File: src/rtl/mips_cpu_mem_ctrl_pkg.sv
// mips_cpu_pkg
// Shared types and constants for the MIPS multicycle CPU data-memory path.
// Contents:
//   mem_op_t    load/store operation code presented by the CPU MEM state
//   state_t     bus controller states (IDLE, BUS, RESP)
//   BE_*        Avalon byteenable patterns for word and half-word accesses
//   is_store    helper that classifies an op as a store
package mips_cpu_pkg;

  typedef enum logic [3:0] {
    OP_LB  = 4'd0,
    OP_LBU = 4'd1,
    OP_LH  = 4'd2,
    OP_LHU = 4'd3,
    OP_LW  = 4'd4,
    OP_LWL = 4'd5,
    OP_LWR = 4'd6,
    OP_SB  = 4'd7,
    OP_SH  = 4'd8,
    OP_SW  = 4'd9
  } mem_op_t;

  typedef enum logic [1:0] {
    ST_IDLE = 2'd0,
    ST_BUS  = 2'd1,
    ST_RESP = 2'd2
  } state_t;

  localparam logic [3:0] BE_WORD    = 4'b1111;
  localparam logic [3:0] BE_HALF_LO = 4'b0011;
  localparam logic [3:0] BE_HALF_HI = 4'b1100;

  function automatic logic is_store(input mem_op_t op);
    return (op == OP_SB) || (op == OP_SH) || (op == OP_SW);
  endfunction

endpackage

File: src/rtl/mips_cpu_mem_ctrl_load_align.sv
// mips_cpu_load_align
// Purely combinational load-result formatter. Picks the addressed lanes out of
// the Avalon read word and sign/zero-extends them, or merges them with the old
// rt value for the unaligned LWL/LWR pair. Store and unknown ops return 0.
// Ports:
//   op        registered load/store operation
//   offset    effective byte offset within the word (already forced for half/word ops)
//   readdata  word returned by the Avalon slave
//   rt_old    rt register value at request time (LWL/LWR merge source)
//   rsp_rdata formatted load result
module mips_cpu_load_align
  import mips_cpu_pkg::*;
(
  input  mem_op_t     op,
  input  logic [1:0]  offset,
  input  logic [31:0] readdata,
  input  logic [31:0] rt_old,
  output logic [31:0] rsp_rdata
);

  logic [4:0]  shamt;
  logic [31:0] shifted;

  // Byte offset in bits; the addressed lane lands at bit 0 after the shift.
  assign shamt   = {offset, 3'b000};
  assign shifted = readdata >> shamt;

  // LWL moves the low (k+1) memory bytes to the top of rt and keeps the rest
  // of rt; LWR moves the high (4-k) memory bytes to the bottom of rt.
  always_comb begin
    rsp_rdata = '0;
    case (op)
      OP_LB:   rsp_rdata = {{24{shifted[7]}}, shifted[7:0]};
      OP_LBU:  rsp_rdata = {24'd0, shifted[7:0]};
      OP_LH:   rsp_rdata = {{16{shifted[15]}}, shifted[15:0]};
      OP_LHU:  rsp_rdata = {16'd0, shifted[15:0]};
      OP_LW:   rsp_rdata = readdata;
      OP_LWL:  rsp_rdata = (readdata << (5'd24 - shamt)) | (rt_old & (32'h00FF_FFFF >> shamt));
      OP_LWR:  rsp_rdata = shifted | (rt_old & ~(32'hFFFF_FFFF >> shamt));
      default: rsp_rdata = '0;
    endcase
  end

endmodule

File: src/rtl/mips_cpu_mem_ctrl.sv
// mips_cpu_mem_ctrl
// Load/store bus controller between the multicycle CPU MEM state and an Avalon
// memory-mapped master. One request at a time: IDLE accepts, BUS holds the
// transaction through waitrequest, RESP pulses rsp_valid for one cycle.
// Optional build macro: MEM_CTRL_ALIGN_CHECK_EN rejects misaligned half/word
// accesses without a bus cycle (rsp_err=1). Without it, low address bits are
// ignored for half/word ops.
// Parameter:
//   WAIT_LIMIT  consecutive waitrequest-high cycles before abort (0 = never)
// Ports:
//   clk, rst                    clock, synchronous active-high reset
//   req_valid/req_ready         CPU request handshake
//   req_op/req_addr/req_wdata   operation, byte address, store data
//   req_rt_old                  old rt value for LWL/LWR
//   rsp_valid/rsp_rdata/rsp_err one-cycle response, load data, error flag
//   address/read/write          Avalon command (word-aligned address)
//   waitrequest                 Avalon stall
//   writedata/byteenable        Avalon store data and lanes
//   readdata                    Avalon load data
module mips_cpu_mem_ctrl
  import mips_cpu_pkg::*;
#(
  parameter int WAIT_LIMIT = 0
) (
  input  logic        clk,
  input  logic        rst,
  input  logic        req_valid,
  output logic        req_ready,
  input  logic [3:0]  req_op,
  input  logic [31:0] req_addr,
  input  logic [31:0] req_wdata,
  input  logic [31:0] req_rt_old,
  output logic        rsp_valid,
  output logic [31:0] rsp_rdata,
  output logic        rsp_err,
  output logic [31:0] address,
  output logic        read,
  output logic        write,
  input  logic        waitrequest,
  output logic [31:0] writedata,
  output logic [3:0]  byteenable,
  input  logic [31:0] readdata
);

  localparam logic [31:0] LIMIT = 32'(WAIT_LIMIT);

  state_t      state;
  mem_op_t     op_in;
  mem_op_t     op_q;
  logic [1:0]  off_in;
  logic [1:0]  off_q;
  logic [31:0] rt_old_q;
  logic [31:0] wait_cnt;
  logic [31:0] wait_next;
  logic [3:0]  be_in;
  logic [31:0] wdata_in;
  logic [31:0] load_data;
  logic        reject;

  assign op_in     = mem_op_t'(req_op);
  assign req_ready = (state == ST_IDLE);
  assign wait_next = wait_cnt + 32'd1;

  // Effective lane offset, byte enables and lane-replicated store data for the
  // incoming request. Half/word ops drop the low address bits they ignore.
  always_comb begin
    off_in   = req_addr[1:0];
    be_in    = BE_WORD;
    wdata_in = req_wdata;
    case (op_in)
      OP_LH, OP_LHU: off_in = {req_addr[1], 1'b0};
      OP_LW, OP_SW:  off_in = 2'b00;
      OP_SB: begin
        be_in    = 4'b0001 << req_addr[1:0];
        wdata_in = {4{req_wdata[7:0]}};
      end
      OP_SH: begin
        off_in   = {req_addr[1], 1'b0};
        be_in    = req_addr[1] ? BE_HALF_HI : BE_HALF_LO;
        wdata_in = {2{req_wdata[15:0]}};
      end
      default: ;
    endcase
  end

`ifdef MEM_CTRL_ALIGN_CHECK_EN
  // Misaligned half/word accesses are answered with an error and no bus cycle.
  always_comb begin
    reject = 1'b0;
    case (op_in)
      OP_LH, OP_LHU, OP_SH: reject = req_addr[0];
      OP_LW, OP_SW:         reject = |req_addr[1:0];
      default:              reject = 1'b0;
    endcase
  end
`else
  assign reject = 1'b0;
`endif

  mips_cpu_load_align u_load_align (
    .op        (op_q),
    .offset    (off_q),
    .readdata  (readdata),
    .rt_old    (rt_old_q),
    .rsp_rdata (load_data)
  );

  // Controller FSM; all bus and response outputs are registered here so they
  // stay stable for the whole BUS state.
  always_ff @(posedge clk) begin
    if (rst) begin
      state      <= ST_IDLE;
      op_q       <= OP_LB;
      off_q      <= 2'b00;
      rt_old_q   <= '0;
      wait_cnt   <= '0;
      read       <= 1'b0;
      write      <= 1'b0;
      address    <= '0;
      writedata  <= '0;
      byteenable <= '0;
      rsp_valid  <= 1'b0;
      rsp_err    <= 1'b0;
      rsp_rdata  <= '0;
    end else begin
      rsp_valid <= 1'b0;
      case (state)
        ST_IDLE: begin
          if (req_valid) begin
            op_q      <= op_in;
            off_q     <= off_in;
            rt_old_q  <= req_rt_old;
            wait_cnt  <= '0;
            rsp_rdata <= '0;
            rsp_err   <= 1'b0;
            if (reject) begin
              rsp_valid <= 1'b1;
              rsp_err   <= 1'b1;
              state     <= ST_RESP;
            end else begin
              address    <= {req_addr[31:2], 2'b00};
              writedata  <= wdata_in;
              byteenable <= be_in;
              read       <= ~is_store(op_in);
              write      <= is_store(op_in);
              state      <= ST_BUS;
            end
          end
        end
        ST_BUS: begin
          if (!waitrequest) begin
            read      <= 1'b0;
            write     <= 1'b0;
            rsp_valid <= 1'b1;
            rsp_rdata <= load_data;
            state     <= ST_RESP;
          end else begin
            wait_cnt <= wait_next;
            if ((LIMIT != 32'd0) && (wait_next == LIMIT)) begin
              read      <= 1'b0;
              write     <= 1'b0;
              rsp_valid <= 1'b1;
              rsp_err   <= 1'b1;
              rsp_rdata <= '0;
              state     <= ST_RESP;
            end
          end
        end
        ST_RESP: state <= ST_IDLE;
        default: state <= ST_IDLE;
      endcase
    end
  end

endmodule
File: config.mk
export PLATFORM = sky130hd
export DESIGN_NAME = mips_cpu_mem_ctrl
export DESIGN_NICKNAME = d
export VERILOG_FILES = /design/src/rtl/mips_cpu_mem_ctrl_pkg.sv /design/src/rtl/mips_cpu_mem_ctrl_load_align.sv /design/src/rtl/mips_cpu_mem_ctrl.sv
export SDC_FILE = /design/constraint.sdc
export NUM_CORES = 1
export LEC_CHECK = 0
export ABC_AREA = 0
export CORE_MARGIN = 3
export CORE_UTILIZATION = 40
export CTS_CLUSTER_SIZE = 25
export DETAILED_ROUTE_END_ITERATION = 10
export HOLD_SLACK_MARGIN = 0.12
export PLACE_DENSITY = 0.72
export SLEW_MARGIN = 20
export SYNTH_ARGS = -nofsm -noshare
export SYNTH_HDL_FRONTEND = slang
export SYNTH_HIERARCHICAL = 1
export SYNTH_SLANG_ARGS = --single-unit
File: constraint.sdc
create_clock -name clk -period 4.1 [get_ports clk]
set_input_delay 0.615 -clock clk [delete_from_list [all_inputs] [get_ports clk]]
set_output_delay 0.615 -clock clk [all_outputs]
set_load 0.01 [all_outputs]
==> summary by stage <==
Global route
For this run, global-route usage on met3 was measured as 7.49%. The met1 global-route usage is 31.9%. Entering global routing, the biggest net connects 90 pins. The layer flagged by global routing as most heavily used is met2. The overall overflow remaining after global route is 0. The number of global-route vias before repair is 6847. The first global-routing pass estimated 38.5 mm of wire. Global routing used 24.5% of the available tracks. The initial antenna violation count was 0.

The met2 usage is 39.0%.

Routing
The count of vias placed by the detailed router is 7402. The length of the first detailed-routing pass in iterations is 6. The wire length per cell is 19.1 µm. The detailed router finished its first iteration with 887 violations. The post-detailed-routing wire length is 24.7 mm.

In the routed design, unresolved DRC markers number 0. The via-per-instance ratio is 5.73. The number of nets still failing antenna checks after routing is 0.

Logic synthesis
Among all flip-flop cells after synthesis, the most frequent one is sky130_fd_sc_hd__dfxtp_1. Yosys printed 6 warnings. The post-synthesis async set-or-reset flop share is 0%. The post-synthesis cell type with the largest combined area is sky130_fd_sc_hd__dfxtp_1. The synthesized design contains 141 register bits. Ranked by total cell area, the synthesized netlist is headed by sky130_fd_sc_hd__dfxtp_1 (40%), sky130_fd_sc_hd__nand2_1 (11%), sky130_fd_sc_hd__a21oi_1 (5.8%). The number of distinct standard cells referenced by the synthesized netlist is 54. After synthesis the cells add up to 7100 µm².

Of the synthesized area, sequential elements account for 39.7%. Synthesis handed over a netlist of 874 instances. After synthesis, the largest area contributor takes up 39.7% of total cell area. The number of flops mapped to enable cells by yosys is 0. The synthesized area per cell is 8.13 µm².

Worst setup path
The category of the worst setup path capture point is a flip-flop. The largest fanout on the critical path is 13. The kind of start point of the critical path is a flip-flop. The startpoint identified for the worst register-to-register timing path is op_q[1]. The path depth of the worst reg2reg path is 7. The signal on the critical path passes through nand4bb_1 -> nor2_1 -> a222oi_1 -> nand2_1 -> nor4bb_1 -> a31oi_1 -> nor2_1. The slack of the worst reg-to-reg path is 1.29 ns. The source of the critical timing path is op_q[1].

Following the worst setup path forward leads to its endpoint at rsp_rdata[27]. The slowest cell on the critical path is sky130_fd_sc_hd__nor2_1. The endpoint of the lowest-slack register-to-register path is rsp_rdata[27]. The data required time of the critical path is 4.45 ns.

The worst setup path is of the flip-flop to flip-flop kind. The largest single stage delay on the critical path is 0.65 ns. The most repeated library cell on the critical path is sky130_fd_sc_hd__nor2_1. The data arrival time of the critical path is 3.16 ns.

Pwr
For this design the ratio of total power to cell area is 397 nW/µm². The static power due to leakage is 3.67 nW. The peak supply drop is 0.000275 V.

Hold path
The worst hold path belongs to the class flip-flop to flip-flop.

Cells and area
The layout cell share with drive strength beyond 1 is 6.56%. The final cell count without fillers is 1292. The area added between synthesis and finish is 42.3%.

The net count of the finished layout is 1190. The diode insertion count for antenna repair is 0. The utilization after layout is 58.2%.

CTS
The later pin in the worst-skew pair is clocked with a latency of 0.42 ns. CTS built an H-tree with a depth of 4. Buffers added to address setup during post-CTS repair amount to 0. The number of gates given a new drive strength after cts is 0. In this run the deepest clock path goes through 2 buffers. TritonCTS built the clock tree. TritonCTS created 17 clock buffers.

After clock tree synthesis, the flow added hold-fix buffers numbering 0. The clock drives 141 sinks. Clock-pin slew was measured on the worst setup and hold paths at 0.06 ns. The root cell of the clock tree is sky130_fd_sc_hd__clkbuf_16.

STA
The setup TNS is 0 ns. The final critical path takes up 68.5% of the cycle. The final number of max-transition violations is 0. The fmax is 356 MHz.

Headroom to the max-slew limit came out at 24.4%. The routed design could run at a clock period as short as 2.81 ns. The pin slew with the least headroom to its limit is 1.13 ns.

The number of hold violations in the final report is 0. Setup repair after global routing left no endpoint under its margin. On the final layout, the worst clock skew is 0.00875 ns. Setup slack on the critical path of the routed design comes to 1.29 ns. The number of setup violations in the final report is 0.

Die
The floorplan die width is 139 µm. 241 I/O pins were placed. The floorplan step defined a die boundary enclosing 19400 µm². For this configuration, the core starts out at a cell density of 40.9%. The floorplan has 48 rows. The die height is 139 µm.

The core outline area is 17400 µm².

Status
The flow ran to the end, and the final reports show no timing, DRC or antenna violations.

Flow run
Max-cap violations in this run came to 0.

Placement
Prior to clock tree synthesis, the placed netlist has a worst setup slack of 1.28 ns. Once placement completed, the tool counted placed cells totaling 1259. Buffers placed on the I/O ports in this run total 237. Once detailed placement completed, the half-perimeter wirelength came to 16.7 mm. Routability-driven placement finished with a final weighted congestion of 0.993.
-- cell usage in the layout (no fill, tap or decap), types with 2 or more instances in the layout --
| cell type | count |
|---|---|
| sky130_fd_sc_hd__dfxtp_1 | 140 |
| sky130_fd_sc_hd__a32oi_1 | 10 |
| sky130_fd_sc_hd__a21oi_1 | 83 |
| sky130_fd_sc_hd__clkdlybuf4s50_1 | 236 |
| sky130_fd_sc_hd__or3b_2 | 3 |
| sky130_fd_sc_hd__a221o_1 | 7 |
| sky130_fd_sc_hd__clkbuf_16 | 17 |
| sky130_fd_sc_hd__o2bb2ai_1 | 6 |
| sky130_fd_sc_hd__nand2_1 | 210 |
| sky130_fd_sc_hd__nand3_1 | 27 |
| sky130_fd_sc_hd__nor2b_1 | 7 |
| sky130_fd_sc_hd__bufinv_16 | 5 |
| sky130_fd_sc_hd__nor3_1 | 3 |
| sky130_fd_sc_hd__inv_1 | 5 |
| sky130_fd_sc_hd__clkinv_2 | 3 |
| sky130_fd_sc_hd__clkbuf_1 | 3 |
| sky130_fd_sc_hd__buf_12 | 4 |
| sky130_fd_sc_hd__nand4b_1 | 2 |
| sky130_fd_sc_hd__and2_1 | 3 |
| sky130_fd_sc_hd__mux4_2 | 6 |
| sky130_fd_sc_hd__mux2i_1 | 27 |
| sky130_fd_sc_hd__conb_1 | 3 |
| sky130_fd_sc_hd__o221ai_1 | 3 |
| sky130_fd_sc_hd__a31oi_1 | 32 |
| sky130_fd_sc_hd__o21ai_0 | 13 |
| sky130_fd_sc_hd__a222oi_1 | 13 |
| sky130_fd_sc_hd__o41ai_1 | 2 |
| sky130_fd_sc_hd__nor4b_1 | 2 |
| sky130_fd_sc_hd__a22oi_1 | 12 |
| sky130_fd_sc_hd__nand2b_1 | 3 |
| sky130_fd_sc_hd__nor2_1 | 62 |
| sky130_fd_sc_hd__clkinv_4 | 2 |
| sky130_fd_sc_hd__a311oi_1 | 24 |
| sky130_fd_sc_hd__buf_4 | 12 |
| sky130_fd_sc_hd__o211ai_1 | 9 |
| sky130_fd_sc_hd__mux2_2 | 7 |
| sky130_fd_sc_hd__nand3b_1 | 4 |
| sky130_fd_sc_hd__nor4bb_1 | 32 |
-- power breakdown --
part | leakage [nW] | internal, mW | switching [mW]
sequential | 1.16 | 1.46 | 0.0596
combinational | 2.20 | 0.405 | 0.393
clock | 0.311 | 1.10 | 0.608
total | 3.67 | 2.96 | 1.06
-- sequential cells by signal, summed over array words and instances, names as in the netlist, 2 cells and up --
name        flops
address        30
byteenable      4
off_q           2
op_q            4
rsp_rdata      32
rt_old_q       32
state           2
writedata      32
-- through the flow --
stage / instance area [µm²] / hold slack (ns) / power, mW
finish: 10100 / 0.451 / 4.02
global route: 10100 / 0.472 / 4.18
CTS: 10100 / 0.454 / 4.04
detailed placement: 9450 / 0.446 / 2.33
global placement: 9440 / 0.440 / 2.32
floorplan: 7110 / 0.433 / 1.95
-- Yosys cell counts, types with 3 or more instances --
master and count:
sky130_fd_sc_hd__nand2_1 210, sky130_fd_sc_hd__dfxtp_1 141, sky130_fd_sc_hd__a21oi_1 83, sky130_fd_sc_hd__nor2_1 62, sky130_fd_sc_hd__clkbuf_1 47, sky130_fd_sc_hd__a31oi_1 32
sky130_fd_sc_hd__nor4bb_1 32, sky130_fd_sc_hd__buf_2 29, sky130_fd_sc_hd__mux2i_1 27, sky130_fd_sc_hd__nand3_1 27, sky130_fd_sc_hd__a311oi_1 24, sky130_fd_sc_hd__a222oi_1 13
sky130_fd_sc_hd__o21ai_0 13, sky130_fd_sc_hd__a22oi_1 12, sky130_fd_sc_hd__a32oi_1 10, sky130_fd_sc_hd__buf_6 9, sky130_fd_sc_hd__o211ai_1 9, sky130_fd_sc_hd__a221o_1 7
sky130_fd_sc_hd__mux2_2 7, sky130_fd_sc_hd__nor2b_1 7, sky130_fd_sc_hd__mux4_2 6, sky130_fd_sc_hd__o2bb2ai_1 6, sky130_fd_sc_hd__buf_4 5, sky130_fd_sc_hd__inv_1 5
sky130_fd_sc_hd__nand3b_1 4, sky130_fd_sc_hd__nor3_1 4, sky130_fd_sc_hd__and2_1 3, sky130_fd_sc_hd__buf_1 3, sky130_fd_sc_hd__nand2b_1 3, sky130_fd_sc_hd__o221ai_1 3
sky130_fd_sc_hd__or3b_2 3
-- layer usage --
metal / wire [µm] / share of wire (%) / vias up
met4: 601 / 2.4 / 0
met3: 2310 / 9.4 / 36
met1: 10300 / 42 / 3480
met2: 11500 / 47 / 370
met5: 0 / 0 / -
li1: - / - / 3516
-- critical path: cells and delay by family, from the launching register on --
| kind | cells | cell delay (ns) |
|---|---|---|
| flip-flops | 1 | 0.60 |
| AND/OR/NAND/NOR | 5 | 1.83 |
| AO/OA/AOI/OAI | 2 | 0.31 |
-- cell families after synthesis --
kind of cell    share of synthesized area, %
flops                                   39.7
mux                                     6.82
simple gates                            25.2
compound gates                          21.3
other cells                           0.0528
buf+inv                                 6.91
-- how the worst min path moves through the flow --
stage / from / endpoint / slack [ns] / cells after the start
2_1_floorplan: op_q[0] / op_q[0] / 0.43 / 2
3_3_place_gp: address[11] / address[11] / 0.44 / 2
3_5_place_dp: address[28] / address[28] / 0.45 / 2
4_1_cts: address[18] / address[18] / 0.45 / 2
5_1_grt: writedata[5] / writedata[5] / 0.47 / 2
6_report: address[15] / address[15] / 0.45 / 2
-- cell type report --
| cell class | count | area, µm² |
|---|---|---|
| multi-input cells | 637 | 3810 |
| flip-flops and latches | 141 | 2820 |
| well taps | 225 | 282 |
| fillers | 1604 | 7250 |
| clock inverters | 11 | 190 |
| clock buffers | 21 | 450 |
| inverters | 5 | 18.8 |
| repair buffers | 252 | 2530 |
Power figures use the tool's default switching activity.
